===== src/rtl/line_cmd_sequencer_pkg.sv =====
// Shared definitions for the line command sequencer: state encoding, guard length and the
// coordinate-width defaults shared with draw_lines.
package line_cmd_sequencer_pkg;

  localparam int unsigned DefaultXCoordW = 11;
  localparam int unsigned DefaultYCoordW = 11;

  // Cycles spent after the clear pulse before i_waiting is trusted again.
  localparam int unsigned GuardCycles = 2;

  typedef enum logic [2:0] {
    StIdle,
    StClear,
    StGuard,
    StWaitClr,
    StLoad,
    StFlush
  } state_e;

endpackage


===== src/rtl/line_list_ram.sv =====
// Line list storage: one entry per segment, coordinates clamped to the screen on write,
// registered read port.
module line_list_ram
  import line_cmd_sequencer_pkg::*;
#(
  parameter int unsigned XW       = DefaultXCoordW,
  parameter int unsigned YW       = DefaultYCoordW,
  parameter int unsigned ScreenW  = 640,
  parameter int unsigned ScreenH  = 480,
  parameter int unsigned NumLines = 16,
  parameter int unsigned IdxW     = 4
) (
  input  logic            clk_i,
  input  logic            rst_ni,
  input  logic            wr_en_i,
  input  logic [IdxW-1:0] wr_addr_i,
  input  logic [XW-1:0]   wr_x0_i,
  input  logic [YW-1:0]   wr_y0_i,
  input  logic [XW-1:0]   wr_x1_i,
  input  logic [YW-1:0]   wr_y1_i,
  input  logic [IdxW-1:0] rd_addr_i,
  output logic [XW-1:0]   rd_x0_o,
  output logic [YW-1:0]   rd_y0_o,
  output logic [XW-1:0]   rd_x1_o,
  output logic [YW-1:0]   rd_y1_o
);

  localparam int unsigned EntryW = 2 * XW + 2 * YW;
  localparam logic [XW-1:0] MaxX = XW'(ScreenW - 1);
  localparam logic [YW-1:0] MaxY = YW'(ScreenH - 1);

  logic [EntryW-1:0] mem_q [NumLines];
  logic [EntryW-1:0] wr_entry;
  logic [EntryW-1:0] rd_q;

  // Clamp every coordinate to the visible area before it is stored.
  always_comb begin
    wr_entry = {(wr_x0_i > MaxX) ? MaxX : wr_x0_i,
                (wr_y0_i > MaxY) ? MaxY : wr_y0_i,
                (wr_x1_i > MaxX) ? MaxX : wr_x1_i,
                (wr_y1_i > MaxY) ? MaxY : wr_y1_i};
  end

  // Storage array; contents are undefined after reset.
  always_ff @(posedge clk_i) begin
    if (wr_en_i) begin
      mem_q[wr_addr_i] <= wr_entry;
    end
  end

  // Registered read; cleared on reset so the coordinate outputs start at zero.
  always_ff @(posedge clk_i or negedge rst_ni) begin
    if (!rst_ni) begin
      rd_q <= '0;
    end else begin
      rd_q <= mem_q[rd_addr_i];
    end
  end

  assign {rd_x0_o, rd_y0_o, rd_x1_o, rd_y1_o} = rd_q;

endmodule


===== src/rtl/line_cmd_sequencer.sv =====
// Command-side initiator for the line-drawing engine: clears the frame buffer, waits for the
// engine to idle, pushes the stored line list into the engine FIFO, then reports completion.
module line_cmd_sequencer
  import line_cmd_sequencer_pkg::*;
#(
  parameter int unsigned P_X_COORD_W = DefaultXCoordW,
  parameter int unsigned P_Y_COORD_W = DefaultYCoordW,
  parameter int unsigned P_SCREEN_W  = 640,
  parameter int unsigned P_SCREEN_H  = 480,
  parameter int unsigned P_NUM_LINES = 16,
  parameter int unsigned P_IDX_W     = 4
) (
  input  logic                   i_clk,
  input  logic                   i_reset_n,
  input  logic                   i_wr_en,
  input  logic [P_IDX_W-1:0]     i_wr_addr,
  input  logic [P_X_COORD_W-1:0] i_wr_x0,
  input  logic [P_Y_COORD_W-1:0] i_wr_y0,
  input  logic [P_X_COORD_W-1:0] i_wr_x1,
  input  logic [P_Y_COORD_W-1:0] i_wr_y1,
  input  logic [P_IDX_W:0]       i_line_count,
  input  logic                   i_start,
  input  logic                   i_abort,
  input  logic                   i_waiting,
  input  logic                   i_fifo_full,
  output logic                   o_clear_buffer,
  output logic                   o_load_fifo,
  output logic [P_X_COORD_W-1:0] o_x0,
  output logic [P_Y_COORD_W-1:0] o_y0,
  output logic [P_X_COORD_W-1:0] o_x1,
  output logic [P_Y_COORD_W-1:0] o_y1,
  output logic                   o_busy,
  output logic                   o_done
);

  localparam int unsigned CntW   = P_IDX_W + 1;
  localparam int unsigned GuardW = $clog2(GuardCycles + 1);

  state_e            state_q, state_d;
  logic [CntW-1:0]   count_q, count_d;
  logic [CntW-1:0]   index_q, index_d;
  logic [GuardW-1:0] guard_q, guard_d;
  logic [CntW-1:0]   count_sat;

  assign o_busy    = (state_q != StIdle);
  assign count_sat = (i_line_count > CntW'(P_NUM_LINES)) ? CntW'(P_NUM_LINES) : i_line_count;

  // Read address follows the next index so the registered read lines up with each push.
  line_list_ram #(
    .XW       (P_X_COORD_W),
    .YW       (P_Y_COORD_W),
    .ScreenW  (P_SCREEN_W),
    .ScreenH  (P_SCREEN_H),
    .NumLines (P_NUM_LINES),
    .IdxW     (P_IDX_W)
  ) u_list (
    .clk_i     (i_clk),
    .rst_ni    (i_reset_n),
    .wr_en_i   (i_wr_en && !o_busy),
    .wr_addr_i (i_wr_addr),
    .wr_x0_i   (i_wr_x0),
    .wr_y0_i   (i_wr_y0),
    .wr_x1_i   (i_wr_x1),
    .wr_y1_i   (i_wr_y1),
    .rd_addr_i (index_d[P_IDX_W-1:0]),
    .rd_x0_o   (o_x0),
    .rd_y0_o   (o_y0),
    .rd_x1_o   (o_x1),
    .rd_y1_o   (o_y1)
  );

  // Next-state, index/count updates and the single-cycle strobes.
  always_comb begin
    state_d        = state_q;
    count_d        = count_q;
    index_d        = index_q;
    guard_d        = '0;
    o_clear_buffer = 1'b0;
    o_load_fifo    = 1'b0;
    o_done         = 1'b0;

    unique case (state_q)
      StIdle: begin
        if (i_start) begin
          count_d = count_sat;
          index_d = '0;
          state_d = StClear;
        end
      end
      StClear: begin
        o_clear_buffer = 1'b1;
        state_d        = StGuard;
      end
      StGuard: begin
        if (guard_q == GuardW'(GuardCycles - 1)) begin
          state_d = StWaitClr;
        end else begin
          guard_d = guard_q + GuardW'(1);
        end
      end
      StWaitClr: begin
        if (i_waiting) begin
          state_d = (count_q == '0) ? StFlush : StLoad;
        end
      end
      StLoad: begin
        // Full is sampled in the push cycle itself; coordinates hold while blocked.
        if (!i_fifo_full) begin
          o_load_fifo = 1'b1;
          index_d     = index_q + CntW'(1);
          if (index_d == count_q) begin
            state_d = StFlush;
          end
        end
      end
      StFlush: begin
        // First cycle is a guard so the last push has time to show up as not-waiting.
        if (guard_q == '0) begin
          guard_d = GuardW'(1);
        end else begin
          guard_d = guard_q;
          if (i_waiting) begin
            o_done  = 1'b1;
            state_d = StIdle;
          end
        end
      end
      default: begin
        state_d = StIdle;
      end
    endcase

    if (i_abort) begin
      state_d        = StIdle;
      count_d        = count_q;
      index_d        = index_q;
      guard_d        = '0;
      o_clear_buffer = 1'b0;
      o_load_fifo    = 1'b0;
      o_done         = 1'b0;
    end
  end

  // Sequencer state registers.
  always_ff @(posedge i_clk or negedge i_reset_n) begin
    if (!i_reset_n) begin
      state_q <= StIdle;
      count_q <= '0;
      index_q <= '0;
      guard_q <= '0;
    end else begin
      state_q <= state_d;
      count_q <= count_d;
      index_q <= index_d;
      guard_q <= guard_d;
    end
  end

endmodule


===== config.mk =====
export PLATFORM = sky130hd
export DESIGN_NAME = line_cmd_sequencer
export DESIGN_NICKNAME = d
export VERILOG_FILES = /design/src/rtl/line_cmd_sequencer_pkg.sv /design/src/rtl/line_list_ram.sv /design/src/rtl/line_cmd_sequencer.sv
export SDC_FILE = /design/constraint.sdc
export NUM_CORES = 1
export LEC_CHECK = 0
export CORE_ASPECT_RATIO = 0.6
export CORE_MARGIN = 2
export CORE_UTILIZATION = 55
export DETAILED_ROUTE_END_ITERATION = 8
export GPL_ROUTABILITY_DRIVEN = 1
export MAX_ROUTING_LAYER = met4
export PLACE_DENSITY = 0.83
export REMOVE_ABC_BUFFERS = 1
export SYNTH_ARGS = -nofsm -noshare
export SYNTH_HDL_FRONTEND = slang
export SYNTH_SLANG_ARGS = --single-unit

===== constraint.sdc =====
create_clock -name i_clk -period 5.3 [get_ports i_clk]
set_input_delay 1.06 -clock i_clk [delete_from_list [all_inputs] [get_ports i_clk]]
set_output_delay 1.06 -clock i_clk [all_outputs]
set_load 0.01 [all_outputs]

==> results.toml <==
[run_status]
status = "complete, no violations"

[floorplan]
initial_core_util_pct = 56.10
placementRows = 65
coreArea_sq_um = 53030
die_height_microns = 184.1
die_w_microns = 304.2
num_io_pins = 108
die_area_sq_um = 56020

[setup_path]
worstSetupStartpointType = "primary input"
crit_arrival_ns = 3.00
cp_max_fo = 11
critical_path_buf_inv_count = 3
ff2ff_path_depth = 10
worstReg2RegEnd = "u_list.rd_q[33]"
worst_path_max_delay_cell = "clkdlybuf4s50_1"
max_stage_delay_ns = 0.59
crit_path_frequent_cell = "clkdlybuf4s50_1"
path_class = "in2out"
path_cells = "clkdlybuf4s50_1 > nor3b_1 > nand2_2 > inv_2 > clkdlybuf4s50_1"
r2r_setup_slack_ns = 1.85
end_kind = "output pin"
path_delay_family = "buffers and inverters"
rr_startpoint = "state_q[1]"
cp.required_ns = 4.24

[clock_tree]
htree_levels = 3
post_cts_buffers = 0
cts_hold_buffers = 0
postCtsResizedCells = 0
cts_tree = "done"
clkTransAtPathRegs_ns = 0.07
clockBufferDepth = 3
numCtsBuffers = 66
worstSkewPairLatency_ns = 0.61
clock-sinks = 763
root_buffer = "clkbuf_16"

[sta]
setup_viol = 0
period_needed_ns = 4.057
report.final.slew_viol_count = 0
fmaxAchievable_mhz = 246.5
fin_skew_ns = 0.02564
slew-limit-headroom_pct = 9.000
min_period_over_period_pct = 76.55
finalSetupTns_ns = 0
rsz0062_at_grt = "false"
finalHoldViolCount = 0
worstMarginPinSlew_ns = 1.365

[synth]
yosysMostFrequentCell = "edfxtp_1"
synth.avg_cell_area_sq_um = 14.21
yosysTopAreaCell = "edfxtp_1"
synth_flop_cell = "edfxtp_1"
synthCells = 2094
yosysTopAreaCellShare_pct = 71.07
synth_edf_count = 704
yosysSeqAreaShare_pct = 76.03
ys_seq_elements = 763
async_flop_share_pct = 7.733
ys_types = 55
ys_warn_count = 0
netlist_top_cells_count = "edfxtp_1 (704), nand2_1 (380), a21oi_1 (332)"
synth_area_leaders = "edfxtp_1 (71%), a21oi_1 (5.6%), dfrtp_1 (5.0%)"
syn_area_sq_um = 29750

[pwr]
power_density_nw_per_um2 = 351.2
clkPwrFrac_pct = 41.5
p_sw_share_pct = 20.30
p_int_mw = 9.577
vdd_drop_max_v = 0.0002280
power_frac_comb_pct = 2.9
switchingPower_mw = 2.440
p_seq_share_pct = 55.7
p_leak_nw = 11.54

[placed_design]
hpwl_mm = 36.66
placedCellCount = 2902
gp_congestion = 0.8126
port_buffers = 107

[layout]
final-instance-count-excl-fill = 3021
insertedDiodeCount = 0
final_nets = 2328
final.fill_count = 3615
area_growth_pct = 15.03
layout-drive-gt1-share_pct = 7.938

[routing]
drtPass1Iterations = 9
drt-initial-drc-count = 2911
vias = 18743
wire_per_inst_microns = 24.33
vias_per_cell = 6.204
ant_nets = 0
wl_mm = 73.50
drc_errors = 0

[grt]
grt_remaining_overflow = 0
antenna_found_initial = 2
grt_pass1_wl_mm = 109.9
track_usage_pct = 26.82
grt_pass1_vias = 18544
grt_start_max_net_pins = 159

[min_path]
hp-class = "reg2reg"
min_to = "count_q[0]"
min_path_cells = 2
hp-start = "count_q[0]"

[job]
maxCapViolations = 0
==> cells in the final DEF, fill, tap and decap left out, drive strengths merged, types with 2 or more instances in the layout <==
cell	n
buf	44
or3	22
nor2	29
nand2	381
nor4b	3
inv	8
nand3	91
clkdlybuf4s50	106
a31oi	4
nor2b	3
clkbuf	84
a22oi	132
o21a	3
nand4	3
clkinv	21
a211oi	16
xor2	4
o21ai	13
nor3	9
mux2i	44
o31ai	3
nor3b	7
conb	96
a221o	43
dfrtp	59
or4b	2
xnor2	3
and3	4
edfxtp	704
bufinv	8
nand2b	8
a21oi	332
clkinvlp	3
or2	12
==> worst register-to-register path: stages, from the launching register on <==
cell	delay (ns)
dfrtp_1	0.54
nor3b_1	0.39
nand2_2	0.21
inv_2	0.18
a22oi_2	0.14
inv_8	0.70
buf_4	0.55
nand2_1	0.09
a22oi_1	0.28
a22oi_1	0.15
nand3_1	0.16
==> metal layers <==
layer / part of all wire (%) / track usage, % / up-vias / wire length [microns]
met5: 0 / - / - / 0
met4: 2.4 / 7.030 / 0 / 1799
met3: 11 / 5.266 / 156 / 7722
met2: 48 / 43.46 / 1166 / 35620
met1: 39 / 35.32 / 9213 / 28360
li1: - / - / 8208 / -
==> cell families (layout without fill, tap and decap cells) <==
logic type | count (synthesis) | in the layout | share of synthesized area (%)
and+or+nand+nor | 579 | 579 | 8.442
muxes | 45 | 45 | 1.518
adders and majority gates | 1 | 1 | 0.04206
other | 1 | 96 | 0.01261
DFF | 763 | 763 | 76.03
buffers and inverters | 145 | 274 | 2.280
AOI/OAI and AO/OA | 553 | 553 | 11.47
xor gates and xnor gates | 7 | 7 | 0.2061
==> flip-flops by register name, indices dropped and copies added, names as in the netlist <==
signal and flops:
state_q 3, guard_q 2, index_q 5, count_q 5, u_list.rd_q 44, u_list.mem_q 704
==> how the worst max path moves through the flow <==
stage / start / endpoint / slack, ns / depth (start not counted)
global route: i_abort / u_list.rd_q[17] / 1.11 / 11
finish: i_abort / o_load_fifo / 1.24 / 5
detailed placement: i_abort / u_list.rd_q[17] / 0.78 / 11
CTS: i_abort / o_load_fifo / 1.25 / 5
global placement: i_abort / u_list.rd_q[17] / 0.95 / 11
floorplan: i_start / u_list.rd_q[42] / -8.83 / 7
==> final cells by class <==
cell class	instances	area [sq um]	area share [%]
tap	703	879.6	2.571
multi-input combinational	1281	6943	20.29
inverter	5	31.28	0.09142
clock buffer	84	1792	5.236
sequential	763	22620	66.10
clock inverter	35	425.4	1.243
timing repair buffer	150	1529	4.469
==> power by group through the flow <==
| stage | clock network, mW | logic, mW | registers, mW |
|---|---|---|---|
| 2_1_floorplan | 0 | 0.159 | 6.81 |
| 3_3_place_gp | 0 | 0.323 | 6.81 |
| 3_5_place_dp | 0 | 0.338 | 6.82 |
| 4_1_cts | 5.01 | 0.340 | 6.69 |
| 5_1_grt | 5.25 | 0.377 | 6.69 |
| 6_report | 4.98 | 0.345 | 6.69 |
==> per-stage QoR <==
step | total power, mW | setup WS, ns | cell area (sq um) | util [%] | hold WS (ns)
floorplan | 6.972 | -8.832 | 29440 | - | 0.4826
global placement | 7.136 | 0.9545 | 32000 | 60.35 | 0.5133
detailed placement | 7.155 | 0.7835 | 32000 | 60.35 | 0.5338
CTS | 12.04 | 1.254 | 34220 | 64.53 | 0.5486
global route | 12.32 | 1.114 | 34220 | 64.53 | 0.5888
finish | 12.02 | 1.243 | 34220 | 64.53 | 0.5477
Note: power is estimated with default switching activity, not from simulation.
